### config.mk
export PLATFORM = sky130hd
export DESIGN_NAME = i2c_target_responder
export DESIGN_NICKNAME = d
export VERILOG_FILES = /design/src/rtl/i2c_target_responder.sv
export SDC_FILE = /design/constraint.sdc
export NUM_CORES = 1
export LEC_CHECK = 0
export CAP_MARGIN = 10
export CORE_ASPECT_RATIO = 0.9
export CORE_UTILIZATION = 35
export CTS_CLUSTER_SIZE = 25
export DETAILED_ROUTE_END_ITERATION = 6
export HOLD_SLACK_MARGIN = 0.06
export PLACE_DENSITY = 0.64
export SLEW_MARGIN = 20
export SYNTH_ARGS = -nofsm -noshare
export SYNTH_HDL_FRONTEND = slang
export SYNTH_SLANG_ARGS = --single-unit
### constraint.sdc
create_clock -name clk_i -period 3.3 [get_ports clk_i]
set_input_delay 0.495 -clock clk_i [delete_from_list [all_inputs] [get_ports clk_i]]
set_output_delay 0.495 -clock clk_i [all_outputs]
set_load 0.05 [all_outputs]
### src/rtl/i2c_target_responder.sv
// I2C target-side bit/byte engine: START/Sr/STOP detection, 7-bit address match,
// RX/TX FIFO handshakes and hold-timed open-drain SDA drive. Never stretches SCL.
module i2c_target_responder #(
   parameter int unsigned HdDatWidth    = 20,
   parameter logic [7:0]  UnderflowByte = 8'hFF
) (
   input  logic                  clk_i,
   input  logic                  rst_i,
   input  logic                  enable_i,
   input  logic                  scl_i,
   input  logic                  sda_i,
   output logic                  sda_o,
   input  logic [6:0]            target_addr_i,
   input  logic [HdDatWidth-1:0] t_hd_dat_i,
   output logic                  rx_wvalid_o,
   input  logic                  rx_wready_i,
   output logic [7:0]            rx_wdata_o,
   input  logic                  tx_rvalid_i,
   output logic                  tx_rready_o,
   input  logic [7:0]            tx_rdata_i,
   output logic                  start_det_o,
   output logic                  stop_det_o,
   output logic                  addr_match_o,
   output logic                  rnw_o,
   output logic                  rx_overflow_o,
   output logic                  tx_underflow_o,
   output logic                  busy_o
);

   typedef enum logic [3:0] {
      IDLE,
      ADDR,
      ADDR_ACK,
      WR_DATA,
      WR_ACK,
      RD_LOAD,
      RD_DATA,
      RD_ACK,
      WAIT_STOP
   } state_e;

   state_e                  state_q, state_d;
   logic                    scl_q, sda_q;
   logic                    scl_rise, scl_fall, start_c, stop_c;
   logic [2:0]              bit_cnt_q, bit_cnt_d;
   logic [7:0]              shift_q, shift_d;
   logic [7:0]              byte_in, load_byte;
   logic                    phase_q, phase_d;
   logic                    ack_ok_q, ack_ok_d;
   logic                    pend_val_q, pend_val_d;
   logic                    pend_q;
   logic [HdDatWidth-1:0]   hold_cnt_q;
   logic                    rnw_d;
   logic                    push_d, ovf_d, match_d;
   logic                    in_load;

   assign scl_rise = scl_i & ~scl_q;
   assign scl_fall = ~scl_i & scl_q;
   assign start_c  = scl_q & scl_i & sda_q & ~sda_i;
   assign stop_c   = scl_q & scl_i & ~sda_q & sda_i;

   assign byte_in   = {shift_q[6:0], sda_i};
   assign load_byte = tx_rvalid_i ? tx_rdata_i : UnderflowByte;

   // The TX pop must land in the single RD_LOAD cycle, so these strobes are combinational.
   assign in_load        = (state_q == RD_LOAD) & enable_i & ~rst_i & ~start_c & ~stop_c;
   assign tx_rready_o    = in_load & tx_rvalid_i;
   assign tx_underflow_o = in_load & ~tx_rvalid_i;
   assign busy_o         = (state_q != IDLE);

   always_ff @(posedge clk_i) begin
      if (rst_i) begin
         scl_q <= 1'b1;
         sda_q <= 1'b1;
      end else begin
         scl_q <= scl_i;
         sda_q <= sda_i;
      end
   end

   always_comb begin
      state_d    = state_q;
      bit_cnt_d  = bit_cnt_q;
      shift_d    = shift_q;
      phase_d    = phase_q;
      ack_ok_d   = ack_ok_q;
      pend_val_d = pend_val_q;
      rnw_d      = rnw_o;
      push_d     = 1'b0;
      ovf_d      = 1'b0;
      match_d    = 1'b0;

      if (scl_fall) pend_val_d = 1'b1;

      if (start_c) begin
         state_d    = ADDR;
         bit_cnt_d  = '0;
         pend_val_d = 1'b1;
      end else if (stop_c) begin
         state_d    = IDLE;
         pend_val_d = 1'b1;
      end else begin
         case (state_q)
            IDLE: ;
            ADDR: begin
               if (scl_rise) begin
                  shift_d   = byte_in;
                  bit_cnt_d = bit_cnt_q + 3'd1;
                  if (bit_cnt_q == 3'd7) begin
                     if (byte_in[7:1] == target_addr_i) begin
                        rnw_d    = byte_in[0];
                        match_d  = 1'b1;
                        ack_ok_d = 1'b1;
                        phase_d  = 1'b0;
                        state_d  = ADDR_ACK;
                     end else begin
                        state_d = WAIT_STOP;
                     end
                  end
               end
            end
            // phase 0: 8th fall schedules the ACK/NACK; phase 1: 9th fall releases it.
            ADDR_ACK, WR_ACK: begin
               if (scl_fall) begin
                  if (!phase_q) begin
                     pend_val_d = ~ack_ok_q;
                     phase_d    = 1'b1;
                  end else begin
                     bit_cnt_d = '0;
                     state_d   = (state_q == ADDR_ACK && rnw_o) ? RD_LOAD : WR_DATA;
                  end
               end
            end
            WR_DATA: begin
               if (scl_rise) begin
                  shift_d   = byte_in;
                  bit_cnt_d = bit_cnt_q + 3'd1;
                  if (bit_cnt_q == 3'd7) begin
                     phase_d  = 1'b0;
                     state_d  = WR_ACK;
                     ack_ok_d = rx_wready_i;
                     push_d   = rx_wready_i;
                     ovf_d    = ~rx_wready_i;
                  end
               end
            end
            // The hold counter was already loaded by the preceding fall; only its value is replaced here.
            RD_LOAD: begin
               shift_d    = load_byte;
               pend_val_d = load_byte[7];
               bit_cnt_d  = '0;
               state_d    = RD_DATA;
            end
            RD_DATA: begin
               if (scl_fall) begin
                  shift_d   = {shift_q[6:0], 1'b0};
                  bit_cnt_d = bit_cnt_q + 3'd1;
                  if (bit_cnt_q == 3'd7) begin
                     pend_val_d = 1'b1;
                     phase_d    = 1'b0;
                     state_d    = RD_ACK;
                  end else begin
                     pend_val_d = shift_q[6];
                  end
               end
            end
            RD_ACK: begin
               if (scl_rise && !phase_q) begin
                  if (!sda_i) phase_d = 1'b1;
                  else        state_d = WAIT_STOP;
               end else if (scl_fall && phase_q) begin
                  state_d = RD_LOAD;
               end
            end
            WAIT_STOP: ;
            default: state_d = IDLE;
         endcase
      end
   end

   always_ff @(posedge clk_i) begin
      if (rst_i || !enable_i) begin
         state_q       <= IDLE;
         bit_cnt_q     <= '0;
         shift_q       <= '0;
         phase_q       <= 1'b0;
         ack_ok_q      <= 1'b0;
         pend_val_q    <= 1'b1;
         pend_q        <= 1'b0;
         hold_cnt_q    <= '0;
         sda_o         <= 1'b1;
         rnw_o         <= 1'b0;
         rx_wvalid_o   <= 1'b0;
         rx_wdata_o    <= '0;
         rx_overflow_o <= 1'b0;
         addr_match_o  <= 1'b0;
         start_det_o   <= 1'b0;
         stop_det_o    <= 1'b0;
      end else begin
         state_q       <= state_d;
         bit_cnt_q     <= bit_cnt_d;
         shift_q       <= shift_d;
         phase_q       <= phase_d;
         ack_ok_q      <= ack_ok_d;
         pend_val_q    <= pend_val_d;
         rnw_o         <= rnw_d;
         rx_wvalid_o   <= push_d;
         rx_overflow_o <= ovf_d;
         addr_match_o  <= match_d;
         start_det_o   <= start_c;
         stop_det_o    <= stop_c;
         if (push_d) rx_wdata_o <= byte_in;

         if (start_c || stop_c) begin
            sda_o  <= 1'b1;
            pend_q <= 1'b0;
         end else if (scl_fall && state_q != IDLE) begin
            hold_cnt_q <= t_hd_dat_i;
            pend_q     <= 1'b1;
         end else if (pend_q) begin
            if (hold_cnt_q == '0) begin
               sda_o  <= pend_val_d;
               pend_q <= 1'b0;
            end else begin
               hold_cnt_q <= hold_cnt_q - 1'b1;
            end
         end
      end
   end

endmodule

==> metrics.cfg <==
[status]
run_status=finished, final reports clean

[worst_setup_path]
cp_slowest_stage_delay_ps=840
endpoint_kind=flip-flop
cp_num_buf_inv=1
timing.rr.start=hold_cnt_q[4]$_SDFFE_PP0P_
critPathTopFamily=simple AND/OR/NAND/NOR gates
path_class=flip-flop to flip-flop
crit_required_ps=3540
crit_slowest_cell=o221ai_2
crit_arrival_ps=3180
r2r_slack_ps=360
r2r-end=hold_cnt_q[15]$_SDFFE_PP0P_
cp_max_fo=24
ff2ff_path_depth=6
crit_chain=or4_1, or4_4, o221ai_2, buf_12, o21ai_0, a21oi_1
startpoint_type=flip-flop

[timing]
hold_ws_ps=471
hold_viol=0
post-route-min-period_ps=2940
relSlewSlack_pct=29.0
tightest_slew_ps=1060
fmax_mhz=340
clock_skew_ps=7.65
slew_viol_final=0
setup_viol_count_final=0
period_share_pct=89.2
layout_setup_ws_ps=356
fin_tns_setup_ps=0
rsz0062_at_grt=false

[clock_network]
cts_hold_buffers=0
cts_buffers=5
clk_latency_ps=300
cts.sinks=55
max-clock-path-buffers=2
cts_tree=built
ctsResizeCount=0
post_cts_buffers=0
htree_levels=2
clk_pin_slew_ps=100
clockRootBuffer=clkbuf_8

[worst_hold_path]
holdPathStages=2
hold_start=bit_cnt_q[2]$_SDFFE_PP0P_
min_to=bit_cnt_q[2]$_SDFFE_PP0P_
hp-class=flip-flop to flip-flop

[logic_synthesis]
synth_commonest_cells=55 x dfxtp_1, 48 x a21oi_1, 40 x nor2_1, 39 x nand2_1, 22 x clkbuf_1
yosysMostFrequentCell=dfxtp_1
ys_types=56
synth_area_leaders=dfxtp_1 34%, a21oi_1 7.4%, nor2_1 4.6%
synth-edff-count=0
yosysSeqAreaShare_pct=33.7
async_flop_share_pct=0
yosys.area.top_type=dfxtp_1
synth-main-ff-cell=dfxtp_1
ys_ff_latch=55
synth_area_um2=3260
netlist_instances=422
synth_fp_nets=468
yosys_warnings=0
synth_top_cell_area_share_pct=33.7
synth.avg_cell_area_um2=7.74

[die]
ios=60
initial_core_util_pct=35.9
row_count=33
die_w_um=104
coreArea_um2=9080
fp.dieH_um=93.6
die-area_um2=9720

[global_routing]
grt_pass1_vias=2922
track_usage_pct=18.6
grt_pass1_wl_um=14600
overflow=0
antenna_found_initial=0
grt_max_degree=43

[place]
io_buffers=59
gp_congestion=0.880
dp_slack_ps=392
hpwl_um=6310

[route]
wire_per_inst_um=15.0
vias=3254
wl_um=8930
drtIter0Drc=249
viasPerCell=5.45
first_pass_iters=4
drc=0
drtAntennaViolNets=0

[finish]
nets=520
num_antenna_cells=0
drive_gt1_share_pct=7.58
area_delta_synth_final_pct=26.6

[flow_run]
maxCapViolations=0

[power_and_ir_drop]
finalPower_w=0.00120
power_density_nw_per_um2=292
ir_drop_mv=0.165
p_leak_nw=1.48

## layout by cell type, fill, tap and decap left out, drive strengths merged, types with 2 or more instances in the layout
cell	netlist	layout
o211ai	16	16
xnor2	10	10
a21o	14	14
o21a	3	3
nor4	7	7
nor3	13	13
dfxtp	55	55
nand3b	9	9
nand2b	5	5
o2111a	2	2
nand4	5	5
a21oi	49	49
nand3	14	14
clkdlybuf4s50	0	57
o31ai	8	8
nor2	40	40
or4	5	5
or3b	3	3
buf	7	17
a21boi	2	2
nor2b	7	7
or3	4	4
and3b	2	2
o21ai	17	17
inv	9	9
or2	4	4
a22oi	3	3
nor3b	6	6
mux2i	14	14
and3	3	3
ha	4	4
clkbuf	22	7
a31oi	4	4
nand2	39	39
## where the power goes
group / switching [W] / total, W / internal, W
combinational: 0.0000554 / 0.000120 / 0.0000650
sequential: 0.00000247 / 0.000668 / 0.000665
clock: 0.000225 / 0.000416 / 0.000192
## how the worst max path moves through the flow
stage	start	endpoint	slack, ps	cells past startpoint
detailed placement	hold_cnt_q[4]$_SDFFE_PP0P_	hold_cnt_q[15]$_SDFFE_PP0P_	390	6
global placement	hold_cnt_q[4]$_SDFFE_PP0P_	hold_cnt_q[9]$_SDFFE_PP0P_	440	6
floorplan	state_q[2]$_SDFFE_PP0P_	tx_underflow_o	630	6
global route	hold_cnt_q[4]$_SDFFE_PP0P_	hold_cnt_q[15]$_SDFFE_PP0P_	150	6
finish	hold_cnt_q[4]$_SDFFE_PP0P_	hold_cnt_q[15]$_SDFFE_PP0P_	360	6
CTS	hold_cnt_q[4]$_SDFFE_PP0P_	hold_cnt_q[15]$_SDFFE_PP0P_	360	6
## state kept, by name (all words and copies together), names as in the netlist, 3 cells and up
register	flops
hold_cnt_q	20
rx_wdata_o	8
shift_q	7
state_q	4
bit_cnt_q	3
## tightest hold or removal path, delay by kind of cell, from the launching register on
kind	cells	cell delay [ps]
multiplexers	1	50
flip-flops	1	330
AND/OR/NAND/NOR	1	50
## routing by layer
| metal | wire [um] | track usage (%) | up-vias |
|---|---|---|---|
| li1 | - | - | 1656 |
| met1 | 4550 | 27.1 | 1497 |
| met2 | 3840 | 28.4 | 97 |
| met3 | 475 | 3.21 | 4 |
| met4 | 71 | 4.17 | 0 |
| met5 | 0 | 0 | - |
## area by class of cell
class                      instances  area (um^2)
fill                             916         4950
multi-input combinational        329         2020
sequential                        55         1100
timing repair buffer              74          723
tap                              122          153
clock buffer                       7         96.3
inverter                           9         33.8
clock inverter                     1         7.51
## per-stage QoR
| step | utilization, % | area (um^2) | cells |
|---|---|---|---|
| after floorplan | - | 3260 | 422 |
| after global placement | 44.3 | 4030 | 589 |
| after detailed placement | 44.3 | 4030 | 589 |
| after CTS | 45.5 | 4130 | 597 |
| after global routing | 45.5 | 4130 | 597 |
| final | 45.5 | 4130 | 597 |
## kinds of logic (layout without fill, tap and decap cells)
| group | count (synthesis) | after routing | share of synthesized area (%) |
|---|---|---|---|
| buffers and inverters | 38 | 91 | 4.56 |
| XOR/XNOR | 10 | 10 | 2.68 |
| AO/OA/AOI/OAI | 131 | 131 | 25.9 |
| adder cells (fa/ha/maj) | 5 | 5 | 1.84 |
| flip-flops | 55 | 55 | 33.7 |
| AND/OR/NAND/NOR | 169 | 169 | 26.9 |
| multiplexers | 14 | 14 | 4.29 |
Power figures use the tool's default switching activity.
==> variant 1: new RTL, config.mk and constraints unchanged <==
`HdDatWidth`: 20 -> 22.
--- a/src/rtl/i2c_target_responder.sv
+++ b/src/rtl/i2c_target_responder.sv
@@ -1,7 +1,7 @@
 // I2C target-side bit/byte engine: START/Sr/STOP detection, 7-bit address match,
 // RX/TX FIFO handshakes and hold-timed open-drain SDA drive. Never stretches SCL.
 module i2c_target_responder #(
-   parameter int unsigned HdDatWidth    = 20,
+   parameter int unsigned HdDatWidth    = 22,
    parameter logic [7:0]  UnderflowByte = 8'hFF
 ) (
    input  logic                  clk_i,
Ports: changed (resized t_hd_dat_i); port bits go from 60 to 62. The function was not compared with the original's and may differ.
==> variant 1 against the original RTL <==
Total power up 40%. Core utilization up 2.0 points. Setup slack better by 0.11 ns. Sequential cell count up 2. Non-clock buffer count down 2. Clock power up 110%. Count of clock-buffer cells in the layout up 5. Wire length up 7.4%. Clock skew up 0.0026 ns. Via count up 2.2%. Cell area up 5.9%. Area after synthesis up 2.9%.
==> variant 1: results (changes against the original RTL) <==
metric;value;unit;change
via count;3325;;+2.2%
final hold slack;0.4710;ns;-0.0001570 ns
outcome;finished clean;;
CTS Buf Count;9;;+4
syn avg cell area;8.154;µm²;+5.4%
Nets;515;;-0.96%
share of cells above drive strength 1;8.879;%;+1.3 points
Worst Path Arrival;2.34;ns;-0.84 ns
Tightest Pin Transition;0.6884;ns;-0.3764 ns
Reg2Reg Capture Point;hold_cnt_q[6];;
Met1 Routed Length;4730;µm;+4.0%
Worst Reg2Reg Path Length in Cells;7;;+1
CP max stage cell;clkdlybuf4s50_1;;
Hold Path Class;reg2reg;;
CP endpoint;busy_o;;
Pre-antenna DRT Iters;5;;+1
Placed Area;4113;µm²;+2.1%
r2r startpoint;hold_cnt_q[0];;
Setup Skew;0.01027;ns;+0.002629 ns
sequential fraction of the synthesis area;33.97;%;+0.24 points
Synth top area share;33.97;%;+0.24 points
first-pass GRT wire length;15780;µm;+8.1%
clock insertion delay at the later pin of the skew report;0.34;ns;+0.04 ns
routed wl met2;4053;µm;+5.6%
hold endpoint;bit_cnt_q[1];;
R2R setup slack;0.83;ns;+0.47 ns
placed insts;579;;-1.7%
syn nets;459;;-1.9%
grt met3 use;4.417;%;+1.2 points
met3 routed WL;690;µm;+45%
Design Power;1.685;mW;+40%
GRT met2 Usage;29.39;%;+0.94 points
CP max stage delay;0.75;ns;-0.09 ns
Pleak;1.617;nW;+9.6%
initial drt markers;228;;-8.4%
critical path launch point;state_q[0];;
maximum VDD drop;0.0002659;V;+61%
largest net degree at the start of global routing;45;;+4.7%
wire per inst;16.12;µm;+7.7%
pre-CTS WS;0.5283;ns;+0.1364 ns
Largest regs;hold_cnt_q: 22 flops, rx_wdata_o: 8 flops, shift_q: 7 flops;;
port bufs;61;;+3.4%
synth unique cells;63;;+13%
GRT Util Overall;19.90;%;+1.3 points
met1 Track Usage GR;28.95;%;+1.8 points
Period minus WS final;2.838;ns;-0.1057 ns
H-tree depth;3;;+1
synth top area cells;dfxtp_1 34%, mux2i_1 6.9%, o21ai_0 5.2%;;
placed wire-length estimate;6753;µm;+7.1%
sequential power;0.694;mW;+3.9%
==> variant 1: cells by family after synthesis <==
| group | share of synthesized area, % |
|---|---|
| AND/OR/NAND/NOR | 25.36 |
| buffers and inverters | 4.879 |
| XOR/XNOR | 5.475 |
| multiplexers | 6.853 |
| adder cells (fa/ha/maj) | 1.117 |
| AO/OA/AOI/OAI | 22.35 |
| flip-flops | 33.97 |
==> variant 1: critical path, delay by kind of cell, from the launching register on <==
kind	cells	cell delay (ns)
buffers and inverters	1	0.75
AND/OR/NAND/NOR	1	0.72
flip-flops	1	0.53
==> variant 1: area by class of cell <==
type	instances	area, µm²
Timing Repair Buffer	72	713.2
Inverter	12	45.04
Multi-Input combinational cell	316	2061
Clock inverter	4	97.59
Clock buffer	12	165.2
Fill cell	867	4832
Sequential cell	57	1141
Tap cell	122	152.6
==> variant 2: new RTL, same flow settings <==
Without the edit above. The 9 states of `state_e` get a one-hot encoding in 9 bits.
--- a/src/rtl/i2c_target_responder.sv
+++ b/src/rtl/i2c_target_responder.sv
@@ -27,16 +27,16 @@
    output logic                  busy_o
 );
 
-   typedef enum logic [3:0] {
-      IDLE,
-      ADDR,
-      ADDR_ACK,
-      WR_DATA,
-      WR_ACK,
-      RD_LOAD,
-      RD_DATA,
-      RD_ACK,
-      WAIT_STOP
+   typedef enum logic [8:0] {
+      IDLE      = 9'b000000001,
+      ADDR      = 9'b000000010,
+      ADDR_ACK  = 9'b000000100,
+      WR_DATA   = 9'b000001000,
+      WR_ACK    = 9'b000010000,
+      RD_LOAD   = 9'b000100000,
+      RD_DATA   = 9'b001000000,
+      RD_ACK    = 9'b010000000,
+      WAIT_STOP = 9'b100000000
    } state_e;
 
    state_e                  state_q, state_d;
Behaviour: same outputs for any inputs over 4 cycles, from zero or initial values and one cycle with rst_i high; so few cycles prove little.
==> variant 2 against the original RTL <==
Count of clock-buffer cells in the layout is 4 higher. Hold slack worse by 0.0085 ns. Cell area is 7.3% higher. Sequential share of layout area is 0.45 points higher. Sequential power is 10% higher. First-iteration DRC count is 21% lower. Cell count is 3.0% higher. Wire length is 10% higher. Area after synthesis is 5.8% higher. Sequential cell count is 5 higher. Total power is 39% higher. Setup slack better by 0.071 ns. Critical path type is now reg2out.
==> variant 2: results (changes against the original RTL) <==
metric;value;unit;change
clock power share;44.8;%;+10 points
P_int;1.261;mW;+37%
Pleak;1.534;nW;+4.0%
syn nets;472;;+0.85%
Nets;530;;+1.9%
Worst Path Arrival;2.38;ns;-0.80 ns
Commonest cells post-synth;60 x dfxtp_1, 46 x nand2_1, 34 x nor2_1;;
Largest regs;hold_cnt_q: 20 flops, state_q: 9 flops, rx_wdata_o: 8 flops;;
clock insertion delay at the later pin of the skew report;0.34;ns;+0.04 ns
DR vias/cell;5.668;;+4.0%
critical path launch point;state_q[3];;
sequential fraction of the synthesis area;34.77;%;+1.0 points
top sig layer;met4;;
nonclk buf count;71;;-4.1%
clk tree area frac;4.884;%;+2.4 points
vias in the first global route;3260;;+12%
FF+latch count;60;;+9.1%
Signal inverters;6;;-3
Seq area share;27.10;%;+0.45 points
routed wl met2;4501;µm;+17%
CP max stage cell;clkdlybuf4s50_1;;
placed wire-length estimate;7093;µm;+12%
Clock Pin Slew Worst Setup and Hold Paths;0.07;ns;-0.03 ns
pre-CTS WS;0.3604;ns;-0.03153 ns
sequential power;0.735;mW;+10%
synth unique cells;60;;+7.1%
routed wire length;9864;µm;+10%
footprint of the multi-input gates;2133;µm²;+5.8%
outcome;finished clean;;
met1 Track Usage GR;27.25;%;+0.13 points
Pre-antenna DRT Iters;5;;+1
final cell count without fillers;615;;+3.0%
final instance area;4432;µm²;+7.3%
first-pass GRT wire length;16090;µm;+10%
Tightest Pin Transition;0.8360;ns;-0.2288 ns
clock network power;0.748;mW;+80%
GRT met2 Usage;31.08;%;+2.6 points
r2r startpoint;state_q[1];;
met3 routed WL;491;µm;+3.4%
buffer count from post-CTS setup fixing;0;;unchanged
Setup Skew;0.008622;ns;+0.0009766 ns
CP max FO;9;;-63%
H-tree depth;3;;+1
initial drt markers;197;;-21%
# fillers;1031;;+13%
CP max stage delay;0.78;ns;-0.06 ns
Met1 Routed Length;4751;µm;+4.5%
port bufs;59;;unchanged
synth top area cells;dfxtp_1 35%, mux2i_1 5.2%, nand2_1 5.0%;;
grt met3 use;4.401;%;+1.2 points
placed insts;599;;+1.7%
Ys Warns;0;;unchanged
share of cells above drive strength 1;11.25;%;+3.7 points
syn avg cell area;8.109;µm²;+4.8%
multi-input gates;336;;+2.1%
Hold Startpoint;bit_cnt_q[1];;
largest net degree at the start of global routing;35;;-19%
maximum VDD drop;0.0001521;V;-7.9%
GRT Util Overall;20.04;%;+1.4 points
Placed Area;4215;µm²;+4.7%
variant 2: cell count changes in the layout (fill, tap and decap cells not counted), moves of 6 or more:
cell      before  now
o211ai_1      16    5
a21o_1        14    3
nand3b_1       9    2
a21oi_1       48   29
o31ai_1        8    2
nand2b_1       5   12
nand2_1       39   46
o311ai_0       0    8
nor3_1        12   21
variant 2: cell families after synthesis:
logic type	count (synthesis)	share of synthesized area (%)
and+or+nand+nor	191	29.19
buffers and inverters	30	3.984
DFF	60	34.77
xor gates and xnor gates	9	2.282
adders and majority gates	4	1.449
muxes	20	5.867
AOI/OAI and AO/OA	112	22.46
variant 2: path summary, 6_finish.rpt:
check / endpoint / cells after the start / slack, ns
max: busy_o / 3 / 0.43
min: bit_cnt_q[1] / 2 / 0.46
max reg2reg: state_q[2] / 6 / 0.58
min reg2reg: bit_cnt_q[1] / 2 / 0.46
